[config.mk]
export PLATFORM = sky130hd
export DESIGN_NAME = gpr_wb_arbiter_flat
export DESIGN_NICKNAME = d
export VERILOG_FILES = /design/src/rtl/gpr_wb_arbiter_if.sv /design/src/rtl/gpr_wb_arbiter.sv /design/src/flat_wrapper.sv
export SDC_FILE = /design/constraint.sdc
export NUM_CORES = 1
export LEC_CHECK = 0
export CORE_ASPECT_RATIO = 0.7
export CORE_MARGIN = 10
export CORE_UTILIZATION = 44
export DETAILED_ROUTE_END_ITERATION = 6
export PLACE_DENSITY = 0.84
export SLEW_MARGIN = 20
export SYNTH_ARGS = -nofsm -noshare
export SYNTH_HDL_FRONTEND = slang
export SYNTH_SLANG_ARGS = --single-unit
[constraint.sdc]
create_clock -name clk -period 1.9 [get_ports clk]
set_input_delay 0.19 -clock clk [delete_from_list [all_inputs] [get_ports clk]]
set_output_delay 0.19 -clock clk [all_outputs]
set_load 0.05 [all_outputs]
[src/rtl/gpr_wb_arbiter_if.sv]
// gpr_wb_arbiter_if: writeback requesters, GPR write port and busy scoreboard signals of gpr_wb_arbiter
interface gpr_wb_arbiter_if #(
    parameter int DATA_W = 32,
    parameter int ADDR_W = 5
);
    logic                     req0_valid, req0_ready;
    logic [ADDR_W-1:0]        req0_rd;
    logic [DATA_W-1:0]        req0_data;
    logic                     req1_valid, req1_ready;
    logic [ADDR_W-1:0]        req1_rd;
    logic [DATA_W-1:0]        req1_data;
    logic                     RegWr;
    logic [ADDR_W-1:0]        Rw;
    logic [DATA_W-1:0]        busW;
    logic                     iss_valid;
    logic [ADDR_W-1:0]        iss_rd;
    logic                     flush;
    logic [ADDR_W-1:0]        q_ra, q_rb;
    logic                     q_busy_a, q_busy_b;
    logic [(1<<ADDR_W)-1:0]   busy_vec;
    modport slave (
        input  req0_valid, req0_rd, req0_data, req1_valid, req1_rd, req1_data,
        input  iss_valid, iss_rd, flush, q_ra, q_rb,
        output req0_ready, req1_ready, RegWr, Rw, busW, q_busy_a, q_busy_b, busy_vec
    );
    modport master (
        output req0_valid, req0_rd, req0_data, req1_valid, req1_rd, req1_data,
        output iss_valid, iss_rd, flush, q_ra, q_rb,
        input  req0_ready, req1_ready, RegWr, Rw, busW, q_busy_a, q_busy_b, busy_vec
    );
endinterface

[src/rtl/gpr_wb_arbiter.sv]
// gpr_wb_arbiter: round-robin arbiter sharing the GPR write port, with a pending-destination scoreboard
// Define GPR_WB_ARB_TRACE_EN to print a simulation trace of GPR writes and contention cycles.
module gpr_wb_arbiter #(
    parameter int DATA_W = 32,
    parameter int ADDR_W = 5
) (
    input logic clk,
    input logic rst_n,
    gpr_wb_arbiter_if.slave bus
);
    localparam int ENT = 1 << ADDR_W;
    logic              lastGrant, grant0, grant1, accAny;
    logic [ADDR_W-1:0] accRd;
    logic [DATA_W-1:0] accData;
    logic [ENT-1:0]    busy, busyNext, setMask, clrMask;
    always_comb begin
        grant0   = rst_n & bus.req0_valid & (~bus.req1_valid | lastGrant);
        grant1   = rst_n & bus.req1_valid & (~bus.req0_valid | ~lastGrant);
        accAny   = grant0 | grant1;
        accRd    = grant0 ? bus.req0_rd : bus.req1_rd;
        accData  = grant0 ? bus.req0_data : bus.req1_data;
        setMask  = bus.iss_valid ? ENT'(1) << bus.iss_rd : '0;
        clrMask  = accAny ? ENT'(1) << accRd : '0;
        // a new producer's set overrides a retiring write's clear; r0 never goes busy
        busyNext = bus.flush ? '0 : ((busy & ~clrMask) | setMask) & ~ENT'(1);
    end
    assign bus.req0_ready = grant0;
    assign bus.req1_ready = grant1;
    assign bus.busy_vec   = busy;
    assign bus.q_busy_a   = busy[bus.q_ra];
    assign bus.q_busy_b   = busy[bus.q_rb];
    always_ff @(posedge clk) begin
        if (!rst_n) begin
            bus.RegWr <= 1'b0;
            bus.Rw    <= '0;
            bus.busW  <= '0;
            lastGrant <= 1'b1;
            busy      <= '0;
        end else begin
            bus.RegWr <= accAny && accRd != '0;
            if (accAny && accRd != '0) begin
                bus.Rw   <= accRd;
                bus.busW <= accData;
            end
            if (accAny) lastGrant <= grant1;
            busy <= busyNext;
        end
    end
`ifdef GPR_WB_ARB_TRACE_EN
    logic [31:0] cycleCnt;
    logic        lastWinner;
    always_ff @(posedge clk) begin
        cycleCnt   <= rst_n ? cycleCnt + 1 : '0;
        lastWinner <= grant1;
        if (rst_n && bus.RegWr)
            $display("[%0d] GPR write Rw=%0d busW=%h from req%0d", cycleCnt, bus.Rw, bus.busW, lastWinner);
        if (rst_n && bus.req0_valid && bus.req1_valid)
            $display("[%0d] contention: req%0d waits", cycleCnt, grant0);
    end
`endif
endmodule
[src/flat_wrapper.sv]
// flat-port wrapper written by rule: the top's interface ports become plain ports
module gpr_wb_arbiter_flat 
#(
    parameter int DATA_W = 32,
    parameter int ADDR_W = 5
)
  (clk, rst_n, bus_req0_valid, bus_req0_rd, bus_req0_data, bus_req1_valid, bus_req1_rd, bus_req1_data, bus_iss_valid, bus_iss_rd, bus_flush, bus_q_ra, bus_q_rb, bus_req0_ready, bus_req1_ready, bus_RegWr, bus_Rw, bus_busW, bus_q_busy_a, bus_q_busy_b, bus_busy_vec);
  gpr_wb_arbiter_if #(.DATA_W(DATA_W), .ADDR_W(ADDR_W)) bus_i ();
  input logic clk;
  input logic rst_n;
  input wire logic [$bits(bus_i.req0_valid)-1:0] bus_req0_valid;
  input wire logic [$bits(bus_i.req0_rd)-1:0] bus_req0_rd;
  input wire logic [$bits(bus_i.req0_data)-1:0] bus_req0_data;
  input wire logic [$bits(bus_i.req1_valid)-1:0] bus_req1_valid;
  input wire logic [$bits(bus_i.req1_rd)-1:0] bus_req1_rd;
  input wire logic [$bits(bus_i.req1_data)-1:0] bus_req1_data;
  input wire logic [$bits(bus_i.iss_valid)-1:0] bus_iss_valid;
  input wire logic [$bits(bus_i.iss_rd)-1:0] bus_iss_rd;
  input wire logic [$bits(bus_i.flush)-1:0] bus_flush;
  input wire logic [$bits(bus_i.q_ra)-1:0] bus_q_ra;
  input wire logic [$bits(bus_i.q_rb)-1:0] bus_q_rb;
  output wire logic [$bits(bus_i.req0_ready)-1:0] bus_req0_ready;
  output wire logic [$bits(bus_i.req1_ready)-1:0] bus_req1_ready;
  output wire logic [$bits(bus_i.RegWr)-1:0] bus_RegWr;
  output wire logic [$bits(bus_i.Rw)-1:0] bus_Rw;
  output wire logic [$bits(bus_i.busW)-1:0] bus_busW;
  output wire logic [$bits(bus_i.q_busy_a)-1:0] bus_q_busy_a;
  output wire logic [$bits(bus_i.q_busy_b)-1:0] bus_q_busy_b;
  output wire logic [$bits(bus_i.busy_vec)-1:0] bus_busy_vec;
  assign bus_i.req0_valid = bus_req0_valid;
  assign bus_i.req0_rd = bus_req0_rd;
  assign bus_i.req0_data = bus_req0_data;
  assign bus_i.req1_valid = bus_req1_valid;
  assign bus_i.req1_rd = bus_req1_rd;
  assign bus_i.req1_data = bus_req1_data;
  assign bus_i.iss_valid = bus_iss_valid;
  assign bus_i.iss_rd = bus_iss_rd;
  assign bus_i.flush = bus_flush;
  assign bus_i.q_ra = bus_q_ra;
  assign bus_i.q_rb = bus_q_rb;
  assign bus_req0_ready = bus_i.req0_ready;
  assign bus_req1_ready = bus_i.req1_ready;
  assign bus_RegWr = bus_i.RegWr;
  assign bus_Rw = bus_i.Rw;
  assign bus_busW = bus_i.busW;
  assign bus_q_busy_a = bus_i.q_busy_a;
  assign bus_q_busy_b = bus_i.q_busy_b;
  assign bus_busy_vec = bus_i.busy_vec;
  gpr_wb_arbiter #(.DATA_W(DATA_W), .ADDR_W(ADDR_W)) u_core (.clk(clk), .rst_n(rst_n), .bus(bus_i));
endmodule
* Yosys cells after proc, flatten, opt, wreduce, memory -nomap -nowiden
Index checks and enable logic that the tools add are counted.
** Storage, ports and cells
- Register bits :: 71
- Input bits :: 95
- Word-level logic and storage cells :: 35
** Operators by class
- Magnitude comparators :: 2
- Shift-type cells :: 2
- Mux-type cells :: 8
- Bitwise logic cells :: 14
- Reductions and logical operators :: 3
** Operator list (count)
- 32-bit 2-to-1 mux :: 3
- 1-bit by 5-bit << shifter with 32-bit output (first input constant) :: 2
- 32-bit bitwise AND :: 1
- 32-bit inverter :: 1
- 32-bit bitwise OR :: 1
- 5-bit by 6-bit < comparator with 1-bit output (second input constant) :: 2
- 1-bit binary-select mux with 5-bit select :: 2
- 5-bit 2-to-1 mux :: 1
- 5-bit nonzero test :: 1
- 1-bit bitwise AND :: 4
- 1-bit inverter :: 4
- 1-bit bitwise OR :: 3
- 1-bit 2-to-1 mux :: 2
- 2-bit OR reduction :: 1
- 1-bit logical AND :: 1

* Depth between registers and ports, before layout
Gate-level depths: netlist (run 1).
- Depth in word-level cells :: 9
- Gate-level depth with buffers :: 8

* Worst setup path before layout (run 1)
OpenSTA, ideal clock, no wires.
- Path type :: flip-flop to output port
- Start point :: register u_core.busy[23], in the netlist u_core.bus.busy_vec[23]
- End point :: output bus_q_busy_a
- Arrival time :: 1757 ps
- Data required time :: 1710 ps
- Path slack :: -47 ps
- Cell stages (with the launch flop) :: 5
- Path buffers :: 0
- Cell sequence :: dfxtp_1 -> mux4_2 -> mux2i_1 -> nor3b_1 -> or3_1
** Between the ends
- Cells in the longest elaborated chain, start to end :: 2
** RTL lines
- from (decl) :: line gpr_wb_arbiter.sv:15 : logic [ENT-1:0] busy, busyNext, setMask, clrMask;
- from (signal assigned) :: line gpr_wb_arbiter.sv:46 : busy <= busyNext;
- 1-bit binary-select mux with 5-bit select :: line gpr_wb_arbiter.sv:30 : assign bus.q_busy_a = busy[bus.q_ra];
- 1-bit 2-to-1 mux (not written as such) :: line gpr_wb_arbiter.sv:30
- to (decl) :: line flat_wrapper.sv:27 : output wire logic [$bits(bus_i.q_busy_a)-1:0] bus_q_busy_a;
Every way passes these cells. The select of a mux whose other input is x is not followed.

* Worst setup path after layout (run 1)
- Start point :: register u_core.busy[7], in the netlist u_core.bus.busy_vec[7]
- End point :: output bus_q_busy_a
The elaborated chain is that of the path after synthesis.

==> results of run 1 <==
==> per-stage QoR <==
step	total power [uW]	hold slack, ns
floorplan	2420	0.323
global placement	3010	0.461
detailed placement	3040	0.466
CTS	4820	0.383
global route	4970	0.404
finish	4810	0.390
==> state kept, by name (all words and copies together), names as in the netlist <==
register,count
u_core.bus.busW,32
u_core.bus.busy_vec,31
u_core.bus.RegWr,1
u_core.bus.Rw,5
u_core.lastGrant,1
==> power breakdown <==
part | switching (uW) | internal (uW)
Clock | 601 | 1180
Sequential | 48.7 | 1560
Combinational | 804 | 622
==> worst min-delay path, cell delays in order <==
cell and delay (ns):
buf_2 0.19, inv_2 0.09, buf_4 0.17, a21oi_2 0.04
==> worst paths after layout <==
kind / start / endpoint / slack, ns / cells past startpoint
max: u_core.bus.busy_vec[7]$_SDFF_PP0_ / bus_q_busy_a / -0.20 / 5
min: rst_n / u_core.bus.Rw[4]$_SDFFE_PN0P_ / 0.39 / 4
max reg2reg: u_core.lastGrant$_SDFFE_PN1P_ / u_core.bus.busy_vec[28]$_SDFF_PP0_ / 0.18 / 6
min reg2reg: u_core.bus.Rw[4]$_SDFFE_PN0P_ / u_core.bus.Rw[4]$_SDFFE_PN0P_ / 0.47 / 2
==> synth_stat cells, drive strengths merged <==
cell      n
nand2b   13
clkbuf    8
o21ai    55
a41oi     1
inv       5
o41ai     3
conb      1
o31a      4
o32ai     1
or2b      1
o31ai     2
o2bb2ai   1
a21bo     1
nor4      5
o21a      2
a41o      4
nor2     20
a21oi    11
mux2i    56
o221ai    1
or2       1
or4       5
buf      30
nand2    35
mux4      6
nand4    32
o211ai   26
nand3    10
a2111oi   2
a22oi     4
a221oi    4
o221a     3
nor3b     2
nor2b     9
and3      1
dfxtp    70
nor3     17
or3       3
o22ai     1
mux2      3
==> what timing repair did <==
item / CTS / global route
buffers inserted: 1 / 2
setup endpoints to repair: 2 / 50
cloned: 0 / 1
pin swaps: 1 / 2
resized for setup: 12 / 15
==> layout make-up <==
type / instances / area [um2]
Timing Repair Buffer: 240 / 2370
Tap cell: 128 / 160
Clock inverter: 4 / 70.1
Fill cell: 737 / 2680
Multi-Input combinational cell: 346 / 2650
Sequential cell: 70 / 1420
Clock buffer: 12 / 246
Inverter: 5 / 18.8
==> cell families (layout without fill, tap and decap cells) <==
group                  after synthesis  after routing  synth area share
AND/OR/NAND/NOR                    154            154             0.196
buffers and inverters               43            261            0.0691
flip-flops                          70             70             0.325
multiplexers                        65             65             0.169
AO/OA/AOI/OAI                      126            126             0.240
other                                1              1          0.000870
==> per-layer routing <==
layer  vias up  part of all wire
met5         -                 0
met4         0             0.015
met3        18             0.075
met2       217              0.50
met1      2307              0.41
li1       2200                 -
==> flow_metrics.tcl, run 1 <==
set metrics [dict create \
    clk_pin_slew_ns 0.06 \
    antennaDiodeCount 0 \
    rows 30 \
    finalCriticalPeriod_ns 2.10 \
    crit_type "reg -> out" \
    clk_latency_ns 0.33 \
    dp.cells 785 \
    vias_per_cell 5.89 \
    path_cells "mux4_2, mux2i_1, nor3_1, or3_4, buf_8" \
    cts-root-buf "clkbuf_16" \
    antenna_found_initial 0 \
    track_usage 0.217 \
    synth_cell_types 57 \
    crit_buf_inv 1 \
    syn_to_final_growth_pct 60.8 \
    die_h_um 103 \
    final_area_um2 6930 \
    final_cells 805 \
    drtPass1Iterations 5 \
    top_usage_layer "met2" \
    yosys.area.top_type_share 0.325 \
    grt_pass1_vias 4696 \
    cts_tree "done" \
    cts_max_path_buffers 2 \
    final_util 0.721 \
    grt.met1_usage 0.271 \
    wire_per_inst_um 20.6 \
    final_layout_size_suffix_gt1_frac 0.248 \
    htree_levels 3 \
    cp_top_family "multiplexers" \
    holdBufCountCts 0 \
    slew_headroom 0.632 \
    clock-sinks 70 \
    synthesis.nets 554 \
    critPathArrivalTime_ns 1.91 \
    syn-cell-area_um2 4310 \
    final_common_cell "clkdlybuf4s50_1" \
    end_kind "primary output" \
    finalClockSkew_ns 0.00284 \
    cp-start-kind "flop" \
    hp-class "in -> reg" \
    coreArea_um2 9610 \
    power_density_nw_per_um2 695 \
    die_w_um 138 \
    syn_inst 459 \
    place.gp.congestion 0.943 \
    drtIter0Drc 455 \
    crit_fanout 4 \
    worst_slack_ns -0.204 \
    overflow 0 \
    die_area_um2 14200 \
    synth_largest_area_cell "dfxtp_1" \
    synthTopCellsByArea "dfxtp_1 (33%), mux2i_1 (13%), o21ai_2 (5.9%)" \
    use_met2 0.367 \
    port_buffers 167 \
    avgSynthCellArea_um2 9.39 \
    pre_cts_ws_ns -0.441 \
    placed_cell_area_um2 6510 \
    vdd_drop_max_mv 0.499 \
    drc 0 \
    seq_area_frac_synth 0.325 \
    layout.nets 767 \
    worstMarginPinSlew_ns 0.550 \
    synth_seq_cells 70 \
    status "finished with violations" \
    finalSetupTns_ns -0.397 \
    hold_violations 0 \
    synth_warnings 0 \
    violations "negative setup slack" \
    period_share 1.11 \
    routed_wl_um 16600 \
    cap_violations 0 \
    p_leak_uw 0.00283 \
    setup_viol 2 \
    cp.required_ns 1.71 \
    maxSlewViolCount 0 \
    dp_hpwl_um 13100 \
    cp_slowest_stage_delay_ns 0.46 \
    num_vias 4742 \
    gr-usage-met3 0.0612 \
    cts_buffers 9 \
    final_cell_mix "clkdlybuf4s50_1 (157), buf_4 (63), dfxtp_1 (62)" \
    io_pins 169 \
    grt_max_degree 38 \
    antenna_left 0 \
    fmax_mhz 475 \
    crit_slowest_cell "mux4_2" \
    grt_pass1_wl_um 25300 \
    initial_core_util 0.448 \
    rsz0062_at_grt "true" \
]
Power figures use the tool's default switching activity.
==> run 2: changes to the inputs <==
--- a/config.mk
+++ b/config.mk
@@ -5,6 +5,7 @@
 export SDC_FILE = /design/constraint.sdc
 export NUM_CORES = 1
 export LEC_CHECK = 0
+export ABC_CLOCK_PERIOD_IN_PS = 1900
 export CORE_ASPECT_RATIO = 0.7
 export CORE_MARGIN = 10
 export CORE_UTILIZATION = 44
==> results of run 2 <==
Same layout as run 1: the final DEF is identical, and so are final timing and power.
==> run 3: changes to the inputs <==
--- a/config.mk
+++ b/config.mk
@@ -6,11 +6,11 @@
 export NUM_CORES = 1
 export LEC_CHECK = 0
 export ABC_CLOCK_PERIOD_IN_PS = 1900
-export CORE_ASPECT_RATIO = 0.7
+export CORE_ASPECT_RATIO = 1.75
 export CORE_MARGIN = 10
-export CORE_UTILIZATION = 44
+export CORE_UTILIZATION = 40
 export DETAILED_ROUTE_END_ITERATION = 6
-export PLACE_DENSITY = 0.84
+export PLACE_DENSITY = 0.77
 export SLEW_MARGIN = 20
 export SYNTH_ARGS = -nofsm -noshare
 export SYNTH_HDL_FRONTEND = slang
==> flow_metrics.tcl, run 3 (synthesis results as in run 1) <==
set metrics [dict create \
    final_cells 799 \
    violations "negative setup slack" \
    port_buffers 167 \
    coreArea_um2 10600 \
    drtIter0Drc 165 \
    antenna_found_initial 0 \
    antennaDiodeCount 0 \
    placed_cell_area_um2 6400 \
    routed_wl_um 15500 \
    p_sw_uw 1490 \
    regMostFlops "u_core.bus.busW" \
    initial_core_util 0.405 \
    largest_reg_flops 32 \
    holdBufCountCts 0 \
    cts_tree "done" \
    worstMarginPinSlew_ns 0.553 \
    final_util 0.641 \
    cp.required_ns 1.71 \
    io_pins 169 \
    track_usage 0.195 \
    hold_violations 0 \
    cap_violations 0 \
    finalClockSkew_ns 0.00366 \
    hp-start "rst_n" \
    crit_fanout 10 \
    clk_latency_ns 0.34 \
    rows 50 \
    vdd_drop_max_mv 0.640 \
    r2r-start "u_core.lastGrant$_SDFFE_PN1P_" \
    period_share 1.11 \
    end_kind "primary output" \
    fmax_mhz 476 \
    p_clk_frac 0.375 \
    clock-sinks 70 \
    power_density_nw_per_um2 702 \
    cp-start-kind "input pin" \
    final_area_um2 6820 \
    overflow 0 \
    holdPathStages 3 \
    finalSetupTns_ns -0.399 \
    grt_max_degree 38 \
    vias_per_cell 5.66 \
    rsz0062_at_grt "true" \
    final_cell_mix "clkdlybuf4s50_1 (151), buf_4 (63), dfxtp_1 (61)" \
    final_layout_size_suffix_gt1_frac 0.251 \
    drc 0 \
    syn_to_final_growth_pct 58.2 \
    worst_slack_ns -0.200 \
    total_power_uw 4790 \
    die_w_um 98.5 \
    critPathArrivalTime_ns 1.91 \
    p_comb_frac 0.290 \
    dp.cells 779 \
    finalCriticalPeriod_ns 2.10 \
    cts_max_path_buffers 2 \
    layout.nets 759 \
    power.share.switching 0.310 \
    p_leak_uw 0.00277 \
    clk_pin_slew_ns 0.06 \
    grt_pass1_wl_um 24600 \
    rr_worst_depth 7 \
    place.gp.congestion 0.901 \
    htree_levels 3 \
    antenna_left 0 \
    maxSlewViolCount 0 \
    seq_power_share 0.336 \
    setup.worst_path.start "bus_q_rb[1]" \
    die_h_um 157 \
    die_area_um2 15500 \
    intPower_uw 3300 \
    status "finished with violations" \
    num_vias 4520 \
    final_common_cell "clkdlybuf4s50_1" \
    slew_headroom 0.630 \
    crit_type "in -> out" \
    cts-root-buf "clkbuf_16" \
    grt_pass1_vias 4829 \
    hp-class "in -> reg" \
    drtPass1Iterations 5 \
    setup_viol 2 \
    dp_hpwl_um 12300 \
    cts_buffers 9 \
    wire_per_inst_um 19.4 \
]
==> run 3: layout make-up <==
cell class | instances | area (um2)
Timing Repair Buffer | 232 | 2240
Clock buffer | 10 | 229
Tap cell | 130 | 163
Clock inverter | 6 | 86.3
Sequential cell | 70 | 1420
Inverter | 5 | 18.8
Fill cell | 920 | 3820
Multi-Input combinational cell | 346 | 2660
==> run 3: worst paths after layout <==
path                                 endpoint  slack (ns)
max                              bus_q_busy_b       -0.20
min             u_core.bus.Rw[4]$_SDFFE_PN0P_        0.31
max reg2reg  u_core.bus.busW[25]$_SDFFE_PN0P_        0.22
min reg2reg  u_core.bus.busW[22]$_SDFFE_PN0P_        0.47
==> run 3: timing repair <==
item,CTS,global route
setup endpoints to repair,2,37
pin swaps,4,1
resized for setup,25,6
setup buffers,4,0
==> run 3: critical path, stage by stage <==
cell and delay [ns]:
clkdlybuf4s50_1 0.48, buf_6 0.16, mux4_2 0.32, mux2i_1 0.16, nor3b_1 0.06, or3_4 0.37
buf_8 0.16
==> run 3: routing by layer <==
layer	share of wire	global-route usage	vias to the layer above
li1	-	-	2174
met1	0.34	0.182	2120
met2	0.52	0.348	195
met3	0.11	0.0957	31
met4	0.034	0.0918	0
met5	0	0	-
==> run 3: stage by stage <==
| stage | hold slack, ns | setup slack (ns) |
|---|---|---|
| 4_1_cts | 0.316 | -0.210 |
| 6_report | 0.311 | -0.200 |
| 2_1_floorplan | 0.323 | 0.0634 |
| 3_5_place_dp | 0.469 | -0.474 |
| 5_1_grt | 0.330 | -0.263 |
| 3_3_place_gp | 0.462 | -0.431 |
==> run 3: power by group through the flow <==
stage	Clock [uW]	Combinational [uW]	Sequential, uW
floorplan	0	488	1940
global placement	0	1350	1630
detailed placement	0	1370	1640
CTS	1810	1390	1610
global route	1880	1470	1620
finish	1790	1390	1610
